**config.mk**
```make
export PLATFORM = sky130hd
export DESIGN_NAME = tensor_sweep_ctrl
export DESIGN_NICKNAME = d
export VERILOG_FILES = /design/src/rtl/tensor_sweep_ctrl.sv
export SDC_FILE = /design/constraint.sdc
export NUM_CORES = 1
export LEC_CHECK = 0
export BUFFER_PORTS_ARGS = -buffer_cell sky130_fd_sc_hd__buf_2
export CAP_MARGIN = 5
export CORE_MARGIN = 2
export CORE_UTILIZATION = 60
export DETAILED_ROUTE_END_ITERATION = 7
export GPL_TIMING_DRIVEN = 0
export PLACE_DENSITY = 0.84
export SLEW_MARGIN = 20
export SYNTH_ARGS = -nofsm -noshare
export SYNTH_HDL_FRONTEND = slang
export SYNTH_SLANG_ARGS = --single-unit
```
**constraint.sdc**
```tcl
create_clock -name clk -period 7.4 [get_ports clk]
set_input_delay 0.37 -clock clk [delete_from_list [all_inputs] [get_ports clk]]
set_output_delay 0.37 -clock clk [all_outputs]
set_load 0.02 [all_outputs]
```
**src/rtl/tensor_sweep_ctrl.sv**
```systemverilog
// Sweeps the 3x3 window origin over the feature tile, drives the tensor core config
// and buffers position-tagged slice results in a credit-protected FIFO.
module tensor_sweep_ctrl #(
    parameter int CONFIG_WIDTH    = 32,
    parameter int SLICE_CFG_WIDTH = 26,
    parameter int TENSOR_WIDTH    = 8,
    parameter int TENSOR_SLICE    = 8,
    parameter int TC_LAT          = 2,
    parameter int FIFO_DEPTH      = 4
) (
    input  logic                                 clk,
    input  logic                                 rst,
    input  logic                                 start,
    input  logic [3:0]                           x_max,
    input  logic [1:0]                           y_max,
    input  logic [SLICE_CFG_WIDTH-1:0]           slice_cfg,
    output logic [CONFIG_WIDTH-1:0]              cfg_reg,
    input  logic [TENSOR_WIDTH*TENSOR_SLICE-1:0] tnsout,
    output logic [TENSOR_WIDTH*TENSOR_SLICE-1:0] out_data,
    output logic [3:0]                           out_x,
    output logic [1:0]                           out_y,
    output logic                                 out_last,
    output logic                                 out_valid,
    input  logic                                 out_ready,
    output logic                                 busy,
    output logic                                 done
);

    localparam int RES_W = TENSOR_WIDTH * TENSOR_SLICE;
    localparam int PTR_W = (FIFO_DEPTH > 1) ? $clog2(FIFO_DEPTH) : 1;
    localparam int FC_W  = $clog2(FIFO_DEPTH + 1);
    localparam int CNT_W = $clog2(FIFO_DEPTH + TC_LAT + 1) + 1;

    typedef enum logic [1:0] {IDLE, ISSUE, DRAIN} state_t;

    typedef struct packed {
        logic [3:0] x;
        logic [1:0] y;
        logic       last;
    } tag_t;

    typedef struct packed {
        logic [RES_W-1:0] data;
        tag_t             tag;
    } entry_t;

    state_t state, next_state;

    logic [3:0]                 x_cur, xm;
    logic [1:0]                 y_cur, ym;
    logic [SLICE_CFG_WIDTH-1:0] slice_lat;

    logic [TC_LAT-1:0] pipe_valid;
    tag_t              pipe_tag [TC_LAT];

    entry_t            mem [FIFO_DEPTH];
    logic [PTR_W-1:0]  wr_ptr, rd_ptr;
    logic [FC_W-1:0]   fifo_count;

    logic [CNT_W-1:0] inflight, committed;
    logic             credit, issue, is_last_pos, push, pop, drain_exit;
    entry_t           head;

    always_comb begin
        inflight = '0;
        for (int i = 0; i < TC_LAT; i++) begin
            inflight = inflight + CNT_W'(pipe_valid[i]);
        end
    end

    // A pop in this cycle frees its slot immediately; a capture only moves an entry
    // from the pipeline into the FIFO, so it leaves the committed total unchanged.
    assign committed   = CNT_W'(fifo_count) + inflight - CNT_W'(pop);
    assign credit      = committed < CNT_W'(FIFO_DEPTH);
    assign issue       = (state == ISSUE) && credit;
    assign is_last_pos = (x_cur == xm) && (y_cur == ym);
    assign push        = pipe_valid[TC_LAT-1];
    assign pop         = out_valid && out_ready;
    assign drain_exit  = (state == DRAIN) && pop && out_last &&
                         (inflight == '0) && (fifo_count == FC_W'(1));

    always_ff @(posedge clk or negedge rst) begin
        if (!rst) begin
            state <= IDLE;
        end else begin
            state <= next_state;
        end
    end

    always_comb begin
        next_state = state;
        case (state)
            IDLE:    if (start) next_state = ISSUE;
            ISSUE:   if (issue && is_last_pos) next_state = DRAIN;
            DRAIN:   if (drain_exit) next_state = IDLE;
            default: next_state = IDLE;
        endcase
    end

    always_comb begin
        busy = (state != IDLE);
        done = drain_exit;
        if (state == IDLE) begin
            cfg_reg = CONFIG_WIDTH'({4'd0, 2'd0, slice_lat});
        end else begin
            cfg_reg = CONFIG_WIDTH'({x_cur, y_cur, slice_lat});
        end
    end

    // The final position is not advanced past, so DRAIN keeps presenting it.
    always_ff @(posedge clk or negedge rst) begin
        if (!rst) begin
            x_cur     <= '0;
            y_cur     <= '0;
            xm        <= '0;
            ym        <= '0;
            slice_lat <= '0;
        end else if (state == IDLE && start) begin
            xm        <= (x_max > 4'd9) ? 4'd9 : x_max;
            ym        <= y_max;
            slice_lat <= slice_cfg;
            x_cur     <= '0;
            y_cur     <= '0;
        end else if (issue && !is_last_pos) begin
            if (x_cur < xm) begin
                x_cur <= x_cur + 4'd1;
            end else begin
                x_cur <= '0;
                y_cur <= y_cur + 2'd1;
            end
        end
    end

    always_ff @(posedge clk or negedge rst) begin
        if (!rst) begin
            pipe_valid <= '0;
            for (int i = 0; i < TC_LAT; i++) begin
                pipe_tag[i] <= '0;
            end
        end else begin
            for (int i = TC_LAT - 1; i > 0; i--) begin
                pipe_valid[i] <= pipe_valid[i-1];
                pipe_tag[i]   <= pipe_tag[i-1];
            end
            pipe_valid[0] <= issue;
            pipe_tag[0]   <= '{x: x_cur, y: y_cur, last: is_last_pos};
        end
    end

    always_ff @(posedge clk) begin
        if (push) begin
            mem[wr_ptr] <= '{data: tnsout, tag: pipe_tag[TC_LAT-1]};
        end
    end

    always_ff @(posedge clk or negedge rst) begin
        if (!rst) begin
            wr_ptr     <= '0;
            rd_ptr     <= '0;
            fifo_count <= '0;
        end else begin
            if (push) wr_ptr <= wr_ptr + PTR_W'(1);
            if (pop)  rd_ptr <= rd_ptr + PTR_W'(1);
            case ({push, pop})
                2'b10:   fifo_count <= fifo_count + FC_W'(1);
                2'b01:   fifo_count <= fifo_count - FC_W'(1);
                default: fifo_count <= fifo_count;
            endcase
        end
    end

    // Head fields are gated so an empty FIFO presents all-zero outputs.
    assign head      = mem[rd_ptr];
    assign out_valid = (fifo_count != '0);
    assign out_data  = out_valid ? head.data     : '0;
    assign out_x     = out_valid ? head.tag.x    : '0;
    assign out_y     = out_valid ? head.tag.y    : '0;
    assign out_last  = out_valid ? head.tag.last : 1'b0;

endmodule

```
==> results of run 1 <==
stage by stage:
| step | power, mW | std cells |
|---|---|---|
| final | 7.03 | 1279 |
| after global routing | 7.38 | 1279 |
| after CTS | 7.11 | 1277 |
| after detailed placement | 5.27 | 1215 |
| after global placement | 5.20 | 1211 |
| after floorplan | 4.45 | 726 |
how the worst max path moves through the flow:
stage / slack [ns] / cells after the start / endpoint
after global routing: 3.75 / 14 / y_cur[0]
final: 4.00 / 14 / y_cur[0]
after detailed placement: 4.01 / 14 / y_cur[0]
after floorplan: 4.68 / 3 / mem[0][0]
after CTS: 3.99 / 14 / y_cur[0]
after global placement: 3.46 / 3 / mem[0][18]
critical path, delay by kind of cell (launching register included):
kind | cells | cell delay [ns]
adders and majority gates | 3 | 0.61
AOI/OAI and AO/OA | 2 | 0.30
and+or+nand+nor | 5 | 1.07
DFF | 1 | 0.42
buffers and inverters | 4 | 0.93
sequential cells by signal, indices dropped and copies added (netlist names), 3 cells and up:
name / cells
x_cur: 4
xm: 4
pipe_tag: 14
mem: 284
slice_lat: 26
fifo_count: 3
cell families (layout without fill, tap and decap cells):
group | Yosys count | in the layout | synth area share (%)
buffers and inverters | 52 | 323 | 1.53
DFF | 347 | 347 | 75.1
other | 0 | 2 | 0
and+or+nand+nor | 204 | 204 | 7.81
AOI/OAI and AO/OA | 20 | 20 | 0.958
muxes | 74 | 74 | 12.1
xor gates and xnor gates | 9 | 9 | 0.586
adders and majority gates | 20 | 20 | 1.86
power by group through the flow:
stage / logic, mW / registers (mW) / clock network, mW
3_3_place_gp: 2.47 / 2.72 / 0
3_5_place_dp: 2.56 / 2.71 / 0
6_report: 2.56 / 2.69 / 1.79
4_1_cts: 2.59 / 2.69 / 1.82
2_1_floorplan: 1.68 / 2.77 / 0
5_1_grt: 2.77 / 2.72 / 1.89
Yosys cell counts, types with 2 or more instances:
| cell | instances |
|---|---|
| nand4_1 | 2 |
| mux2i_1 | 3 |
| o21a_1 | 2 |
| buf_1 | 3 |
| dfrtp_1 | 63 |
| inv_1 | 21 |
| o21ai_0 | 8 |
| nand2_1 | 95 |
| ha_1 | 20 |
| or3_1 | 2 |
| nand3_1 | 4 |
| clkbuf_1 | 20 |
| xor2_1 | 3 |
| nor2b_1 | 5 |
| edfxtp_1 | 284 |
| mux4_2 | 71 |
| nand2b_1 | 3 |
| nand3b_1 | 3 |
| and2_1 | 76 |
| xnor2_1 | 6 |
| nor2_1 | 6 |
| a22oi_1 | 2 |
| buf_2 | 8 |
timing repair:
item / in CTS / in global routing
hold endpoints to repair: 63 / 0
setup endpoints to repair: 0 / 0
hold buffers: 1 / 0
buffers inserted: 0 / 0
metal layers:
metal | wire, um | track usage [%] | up-vias
met5 | 0 | 0 | -
met1 | 10400 | 29.7 | 3616
met2 | 13600 | 38.8 | 325
met3 | 1940 | 4.96 | 59
li1 | - | - | 3239
met4 | 768 | 7.78 | 0
cell type report:
class	count	area share, %
Clock inverter	21	1.50
Clock buffer	40	5.87
Timing Repair Buffer	210	7.03
Sequential cell	347	62.6
Antenna cell	2	0.0310
Tap cell	280	2.17
Multi-Input combinational cell	327	19.5
Buffer	31	0.783
Inverter	21	0.489
==> metrics.cfg, run 1 <==
[synthesis]
syn_area_per_cell_um2 = 18.5
synth-seq-cells = 347
synth_cells = 726
synth_area_leaders = edfxtp_1, mux4_2, dfrtp_1
yosysUniqueCellTypes = 39
ys_async_sr_fraction_pct = 18.2
syn-num-nets = 846
yosysWarnings = 0
ys.flop_type = edfxtp_1
synth.largest_area_cell = edfxtp_1
synth_edf_count = 284
seq_area_frac_synth_pct = 75.1
syn_area_um2 = 13400
synth_top_area_share_pct = 63.4

[timing]
fin_crit_ns = 3.40
fin_tns_setup_ns = 0
clock.fmax_ghz = 0.294
hold_ws_ns = 0.0644
setup_viol = 0
worst_pin_slew_ns = 0.841
final_hold_viol_count = 0
slew_headroom_pct = 44.0
rsz0062_at_grt = no
fin_skew_ns = 0.0235
worst_slack_ns = 4.00
slew_viol_final = 0
period_share_pct = 45.9

[routing]
drtIter0Drc = 495
wl_per_cell_um = 20.9
drt.antenna.violating_nets = 0
drc_errors = 0
viasPerCell = 5.66
drt-pass1-iter-count = 7
finalWirelength_um = 26700
vias = 7239

[critical_path]
rrSetupSlack_ns = 4.00
required_ns = 7.81
crit_type = flip-flop to flip-flop
start_kind = flip-flop
cp_slowest_cell = clkbuf_1
startpoint = fifo_count[0]
crit_path_end_kind = flip-flop
r2r_cells = 14
path_max_fanout = 10
worstPathCellList = inv_1 > ha_1 > nand2b_1 > clkbuf_1 > nand2_1 > inv_1 > ha_1 > inv_1 > ha_1 > and3b_1 > nor4_4 > o21ai_2 > or3_1 > a21oi_1
timing.rr.end = y_cur[0]
critPathMaxStageDelay_ns = 0.63
arrival_ns = 3.81
reg2reg_from = fifo_count[0]

[place]
placed_area_um2 = 14900
place_congestion = 0.755
dp_slack_ns = 4.01
io_buffers = 205
dp_hpwl_um = 16300

[run]
drv_cap = 0

[grt]
grt_pass1_vias = 7608
grt_usage_pct = 22.8
grt_pass1_wl_um = 41400
antenna_found_initial = 2
gr-total-overflow = 0
grt_max_degree = 64

[cells_and_area]
final_cell_mix = edfxtp_1, buf_2, nand2_1, and2_1, mux4_2
nets = 1092
drive_gt1_share_pct = 35.4
register_area_um2 = 10100
post-route-util_pct = 73.7
stdcell_area_um2 = 16100
area_growth_pct = 20.0
fillers = 1275
mostFrequentLayoutCell = edfxtp_1
multi_input_area_um2 = 3150

[pwr]
clockPowerShare_pct = 25.4
internal_power_mw = 4.67
p_switching_mw = 2.36
swShare_pct = 33.6
power_density_nw_per_um2 = 436
vdd_ir_drop_max_mv = 0.303
leakage_nw = 6.22
pwr-share-comb_pct = 36.4
p_seq_share_pct = 38.2

[floorplanning]
core-area_um2 = 21900
die_area_um2 = 23600
start_util_pct = 61.4
io-pin-count = 206
std_cell_rows = 54
die-width_um = 154
die_h_um = 154

[cts]
cts_root_buf = clkbuf_16
cts_buffer_depth = 3
cts_sinks = 347
cts_tree = done
clk_latency_ns = 0.50
cts_made_buffers = 34
cts_htree_levels = 2
clk_pin_slew_ns = 0.06
ctsResizeCount = 0

[hold_path]
min-delay-start = slice_cfg[2]
whs_path_depth = 3
min_path_type = input port to flip-flop
hold_end = slice_lat[2]

[run_status]
outcome = complete, no violations

(Power assumes the default switching activity.)
==> run 2: changes to the inputs <==
- CORE_UTILIZATION: 60 -> 51
- PLACE_DENSITY: 0.84 -> 0.76
- clock period: 7.4 -> 2.9 ns (I/O delays scaled with it)
==> run 2 against run 1 <==
Power grew to 2.5 times the previous value. Register-to-register slack got worse by 3.8 ns. Routed wire length increased by 4.0%.
==> metrics.cfg, run 2 (synthesis gave the netlist of run 1 again) <==
[floorplanning]
die_h_um = 166  ; +8.2%
die_area_um2 = 27700  ; +17%
core-area_um2 = 26000  ; +19%
io-pin-count = 206  ; unchanged
start_util_pct = 51.7  ; -9.7 points
std_cell_rows = 59  ; +9.3%
die-width_um = 166  ; +8.2%

[timing]
fin_skew_ns = 0.0155  ; -0.00797 ns
setup_viol = 0  ; unchanged
final_hold_viol_count = 0  ; unchanged
hold_ws_ns = 0.0795  ; +0.0150 ns
clock.fmax_ghz = 0.356
worst_pin_slew_ns = 0.738  ; -0.103 ns
fin_crit_ns = 2.81
rsz0062_at_grt = yes
slew_headroom_pct = 50.8  ; +6.9 points
slew_viol_final = 0  ; unchanged
period_share_pct = 96.9

[cells_and_area]
top_register = mem
register_area_um2 = 10100  ; unchanged
final_cell_mix = edfxtp_1, buf_2, dlygate4sd3_1, nand2_1, and2_1
drive_gt1_share_pct = 32.0  ; -3.4 points
nets = 1196  ; +9.5%
largest_reg_flops = 284  ; unchanged
reg.largest.list = mem: 284 flops, slice_lat: 26 flops, pipe_tag: 14 flops
mostFrequentLayoutCell = edfxtp_1
area_growth_pct = 27.5
fin_cells = 1437  ; +12%
post-route-util_pct = 66.0  ; -7.7 points
fillers = 1724  ; +35%
multi_input_area_um2 = 3150  ; +0.24%
stdcell_area_um2 = 17100  ; +6.2%

[routing]
viasPerCell = 5.26  ; -7.0%
drtIter0Drc = 671  ; +36%
drc_errors = 0  ; unchanged
wl_per_cell_um = 19.3  ; -7.4%
vias = 7564  ; +4.5%
drt.antenna.violating_nets = 0  ; unchanged
finalWirelength_um = 27800  ; +4.0%
drt-pass1-iter-count = 5  ; -2

[place]
place_inst = 1271  ; +4.6%
place_congestion = 0.747  ; -1.1%
placed_area_um2 = 15000  ; +0.59%
dp_hpwl_um = 16600  ; +2.1%
io_buffers = 205  ; unchanged

[run]
drv_cap = 0  ; unchanged

[grt]
grt_usage_pct = 20.1  ; -2.7 points
gr-total-overflow = 0  ; unchanged
grt_pass1_vias = 8178  ; +7.5%
grt_max_degree = 46  ; -28%
antenna_found_initial = 0  ; -2
grt_pass1_wl_um = 43800  ; +5.7%

[critical_path]
required_ns = 2.76  ; -5.05 ns
crit_type = flip-flop to output pin
crit_path_end_kind = output pin
arrival_ns = 2.67  ; -1.14 ns
path_max_fanout = 10  ; unchanged
start_kind = flip-flop

[pwr]
leakage_nw = 6.61  ; +6.3%
power_density_nw_per_um2 = 1030  ; +140%
vdd_ir_drop_max_mv = 0.727  ; +140%

[cts]
cts_sinks = 347  ; unchanged
clk_pin_slew_ns = 0.06  ; about the same
cts_tree = done
cts_htree_levels = 2  ; unchanged
cts_buffer_depth = 3  ; unchanged
cts_root_buf = clkbuf_16
cts_made_buffers = 36  ; +5.9%
clk_latency_ns = 0.51  ; about the same

[hold_path]
min_path_type = input port to asynchronous set/reset pin

[run_status]
outcome = complete, no violations

[run 2: metal layers]
layer | part of all wire [%] | global-route usage [%] | vias up | wire length [um]
met2 | 50 | 34.3 | 302 | 13900
met3 | 7.7 | 4.69 | 42 | 2150
li1 | - | - | 3434 | -
met4 | 1.6 | 4.24 | 0 | 436
met5 | 0 | 0 | - | 0
met1 | 41 | 26.8 | 3786 | 11200
[run 2: critical path: stages (launching register included)]
cell	delay [ns]
dfrtp_1	0.32
clkbuf_1	0.52
buf_1	0.57
mux4_2	0.40
and2_1	0.19
buf_2	0.16
[run 2: layout make-up]
cell class	count	area share, %
diodes	1	0.0146
plain buffers	29	0.715
clock buffers	48	5.82
clock inverters	15	0.496
inverters	21	0.460
multi-input cells	327	18.4
flip-flops and latches	347	58.9
well taps	335	2.45
repair buffers	314	12.7
[run 2: final timing paths]
| check | from | endpoint | slack, ns | cells after the start |
|---|---|---|---|---|
| hold reg to reg | pipe_tag[8] | pipe_tag[1] | 0.35 | 0 |
| setup reg to reg | fifo_count[0] | y_cur[0] | 0.22 | 13 |
| hold / removal | rst | xm[2] | 0.08 | 2 |
| max in group asynchronous | rst | slice_lat[13] | 2.29 | 3 |
| setup / recovery | rd_ptr[1] | out_data[4] | 0.09 | 5 |
| min in group clk | pipe_tag[8] | pipe_tag[1] | 0.35 | 0 |
[run 2: stage by stage]
stage          worst slack [ns]  total power [mW]  setup TNS (ns)
6_report                 0.0892              17.7               0
5_1_grt                 -0.0117              18.6         -0.0591
4_1_cts                 0.00231              17.8               0
3_5_place_dp             -0.611              13.5           -4.30
3_3_place_gp              -1.14              13.3         -305.16
2_1_floorplan             0.181              11.4               0
[run 2: timing repair]
item,4_1_cts,5_1_grt
cloned,0,0
hold buffers,101,0
hold endpoints to repair,353,0
endpoints found under the setup margin,79,42
gates resized for setup,2,7
setup buffers,0,3
[run 2: report_power, final]
group | leakage [nW] | internal (mW) | switching (mW)
Combinational | 2.70 | 2.78 | 3.85
Sequential | 3.37 | 6.45 | 0.434
Clock | 0.530 | 2.42 | 1.77
==> run 3: changes to the inputs <==
==> constraint.sdc (replaced) <==
create_clock -name clk -period 2.9 [get_ports clk]
set_input_delay 0.29 -clock clk [delete_from_list [all_inputs] [get_ports clk]]
set_output_delay 0.29 -clock clk [all_outputs]
set_load 0.02 [all_outputs]
==> run 3 against run 2 <==
Die area unchanged. Critical path depth is 1 lower. Sequential power about the same. Clock skew decreased by 0.00080 ns. Non-clock buffer count decreased by 13. Design area is 0.69% lower. Power shrank 0.11%. First-iteration DRC count fell by 3.1%. Critical path type unchanged. Largest cell class unchanged. Highest routed layer is now met5.
==> metrics.cfg, run 3 (synthesis gave the netlist of run 1 again) <==
[run_status]
outcome = complete, no violations

[routing]
viasPerCell = 5.29  ; +0.55%
drt-pass1-iter-count = 7  ; +2
drt.antenna.violating_nets = 0  ; unchanged
drc_errors = 0  ; unchanged
finalWirelength_um = 27600  ; -0.43%
wl_per_cell_um = 19.4  ; +0.48%
drtIter0Drc = 650  ; -3.1%
vias = 7537  ; -0.36%

[timing]
rsz0062_at_grt = no
period_share_pct = 94.0  ; -3.0 points
final_hold_viol_count = 0  ; unchanged
clock.fmax_ghz = 0.367  ; +3.2%
fin_crit_ns = 2.72  ; -0.0859 ns
slew_viol_final = 0  ; unchanged
setup_viol = 0  ; unchanged
worst_pin_slew_ns = 0.730  ; -0.00776 ns
slew_headroom_pct = 51.3  ; +0.52 points
worst_slack_ns = 0.175  ; +0.0859 ns
fin_skew_ns = 0.0147  ; -0.000796 ns

[cells_and_area]
top_register = mem
area_growth_pct = 26.6
mostFrequentLayoutCell = edfxtp_1
stdcell_area_um2 = 17000  ; -0.69%
drive_gt1_share_pct = 32.8  ; +0.84 points
fin_cells = 1424  ; -0.90%
nets = 1183  ; -1.1%
final_cell_mix = edfxtp_1, buf_2, nand2_1, dlygate4sd3_1, and2_1
largest_reg_flops = 284  ; unchanged
reg.largest.list = mem: 284 flops, slice_lat: 26 flops, pipe_tag: 14 flops

[cts]
cts_root_buf = clkbuf_16
cts_buffer_depth = 3  ; unchanged
cts_htree_levels = 2  ; unchanged
cts_tree = done
cts_sinks = 347  ; unchanged
clk_pin_slew_ns = 0.06  ; about the same
clk_latency_ns = 0.50  ; about the same
cts_made_buffers = 36  ; unchanged

[critical_path]
required_ns = 2.61  ; -0.15 ns
path_max_fanout = 10  ; unchanged
crit_end = out_data[10]
crit_path_end_kind = output pin
rrSetupSlack_ns = 0.23  ; about the same
r2r_cells = 13  ; unchanged
startpoint = rd_ptr[0]
arrival_ns = 2.43  ; -0.24 ns
start_kind = flip-flop
crit_type = flip-flop to output pin
reg2reg_from = fifo_count[0]
timing.rr.end = y_cur[0]

[pwr]
vdd_ir_drop_max_mv = 0.727  ; about the same
power.total_mw = 17.7  ; -0.11%
leakage_nw = 6.57  ; -0.55%
power_density_nw_per_um2 = 1040  ; +0.58%

[place]
place_congestion = 0.747  ; unchanged
dp_slack_ns = -0.611  ; unchanged
place_inst = 1271  ; unchanged
io_buffers = 205  ; unchanged
dp_hpwl_um = 16600  ; unchanged
placed_area_um2 = 15000  ; unchanged

[floorplanning]
die_h_um = 166  ; unchanged
core-area_um2 = 26000  ; unchanged
die_area_um2 = 27700  ; unchanged
die-width_um = 166  ; unchanged
io-pin-count = 206  ; unchanged
start_util_pct = 51.7  ; unchanged
std_cell_rows = 59  ; unchanged

[grt]
grt_pass1_vias = 8067  ; -1.4%
grt_max_degree = 46  ; unchanged
gr-total-overflow = 0  ; unchanged
grt_pass1_wl_um = 43200  ; -1.3%
antenna_found_initial = 1  ; +1
grt_usage_pct = 19.9  ; -0.22 points

[run]
drv_cap = 0  ; unchanged

[hold_path]
min_path_type = input port to flip-flop

run 3: what timing repair did:
item | in CTS | in global routing
buffers inserted | 0 | 3
endpoints found under the hold margin | 290 | 0
endpoints found under the setup margin | 80 | 6
resized for setup | 10 | 0
hold buffers | 89 | 0
run 3: layout make-up:
cell class	count	area, um^2
inverters	21	78.8
well taps	335	419
plain buffers	28	124
clock inverters	15	85.1
multi-input cells	327	3150
flip-flops and latches	347	10100
fillers	1745	8960
repair buffers	302	2060
clock buffers	48	998
diodes	1	2.50
run 3: through the flow:
stage               hold WS, ns  util [%]  setup TNS [ns]
finish                   0.0192      65.5               0
global route            0.00674      65.5               0
CTS                    0.000466      65.4               0
detailed placement        0.217      57.8           -4.30
global placement          0.332      57.3         -305.16
floorplan              -0.00559         -               0
run 3: layer usage:
layer | vias to the layer above | track usage (%) | part of all wire (%)
met3 | 44 | 4.65 | 7.6
met5 | - | 0 | 0.047
met4 | 2 | 4.57 | 1.8
met2 | 311 | 33.5 | 49
li1 | 3413 | - | -
met1 | 3767 | 26.7 | 41
run 3: worst min-delay path by stage:
| stage | start | endpoint | slack (ns) | cells after the start |
|---|---|---|---|---|
| 3_3_place_gp | pipe_tag[8] | pipe_tag[1] | 0.33 | 0 |
| 6_report | tnsout[26] | mem[3][33] | 0.02 | 1 |
| 2_1_floorplan | rst | fifo_count[0] | -0.006 | 0 |
| 5_1_grt | tnsout[26] | mem[0][33] | 0.007 | 1 |
| 4_1_cts | slice_cfg[13] | slice_lat[13] | 0.0005 | 3 |
| 3_5_place_dp | rst | xm[2] | 0.22 | 1 |
run 3: critical path: stages, from the launching register on:
cell and delay (ns):
dfrtp_2 0.56, buf_2 0.44, mux4_2 0.60, and2_1 0.17, buf_2 0.15
run 3: power breakdown:
| group | internal, mW | switching, mW | leakage [nW] |
|---|---|---|---|
| sequential | 6.45 | 0.465 | 3.37 |
| clock | 2.42 | 1.77 | 0.530 |
| combinational | 2.76 | 3.82 | 2.67 |
| total | 11.6 | 6.05 | 6.57 |
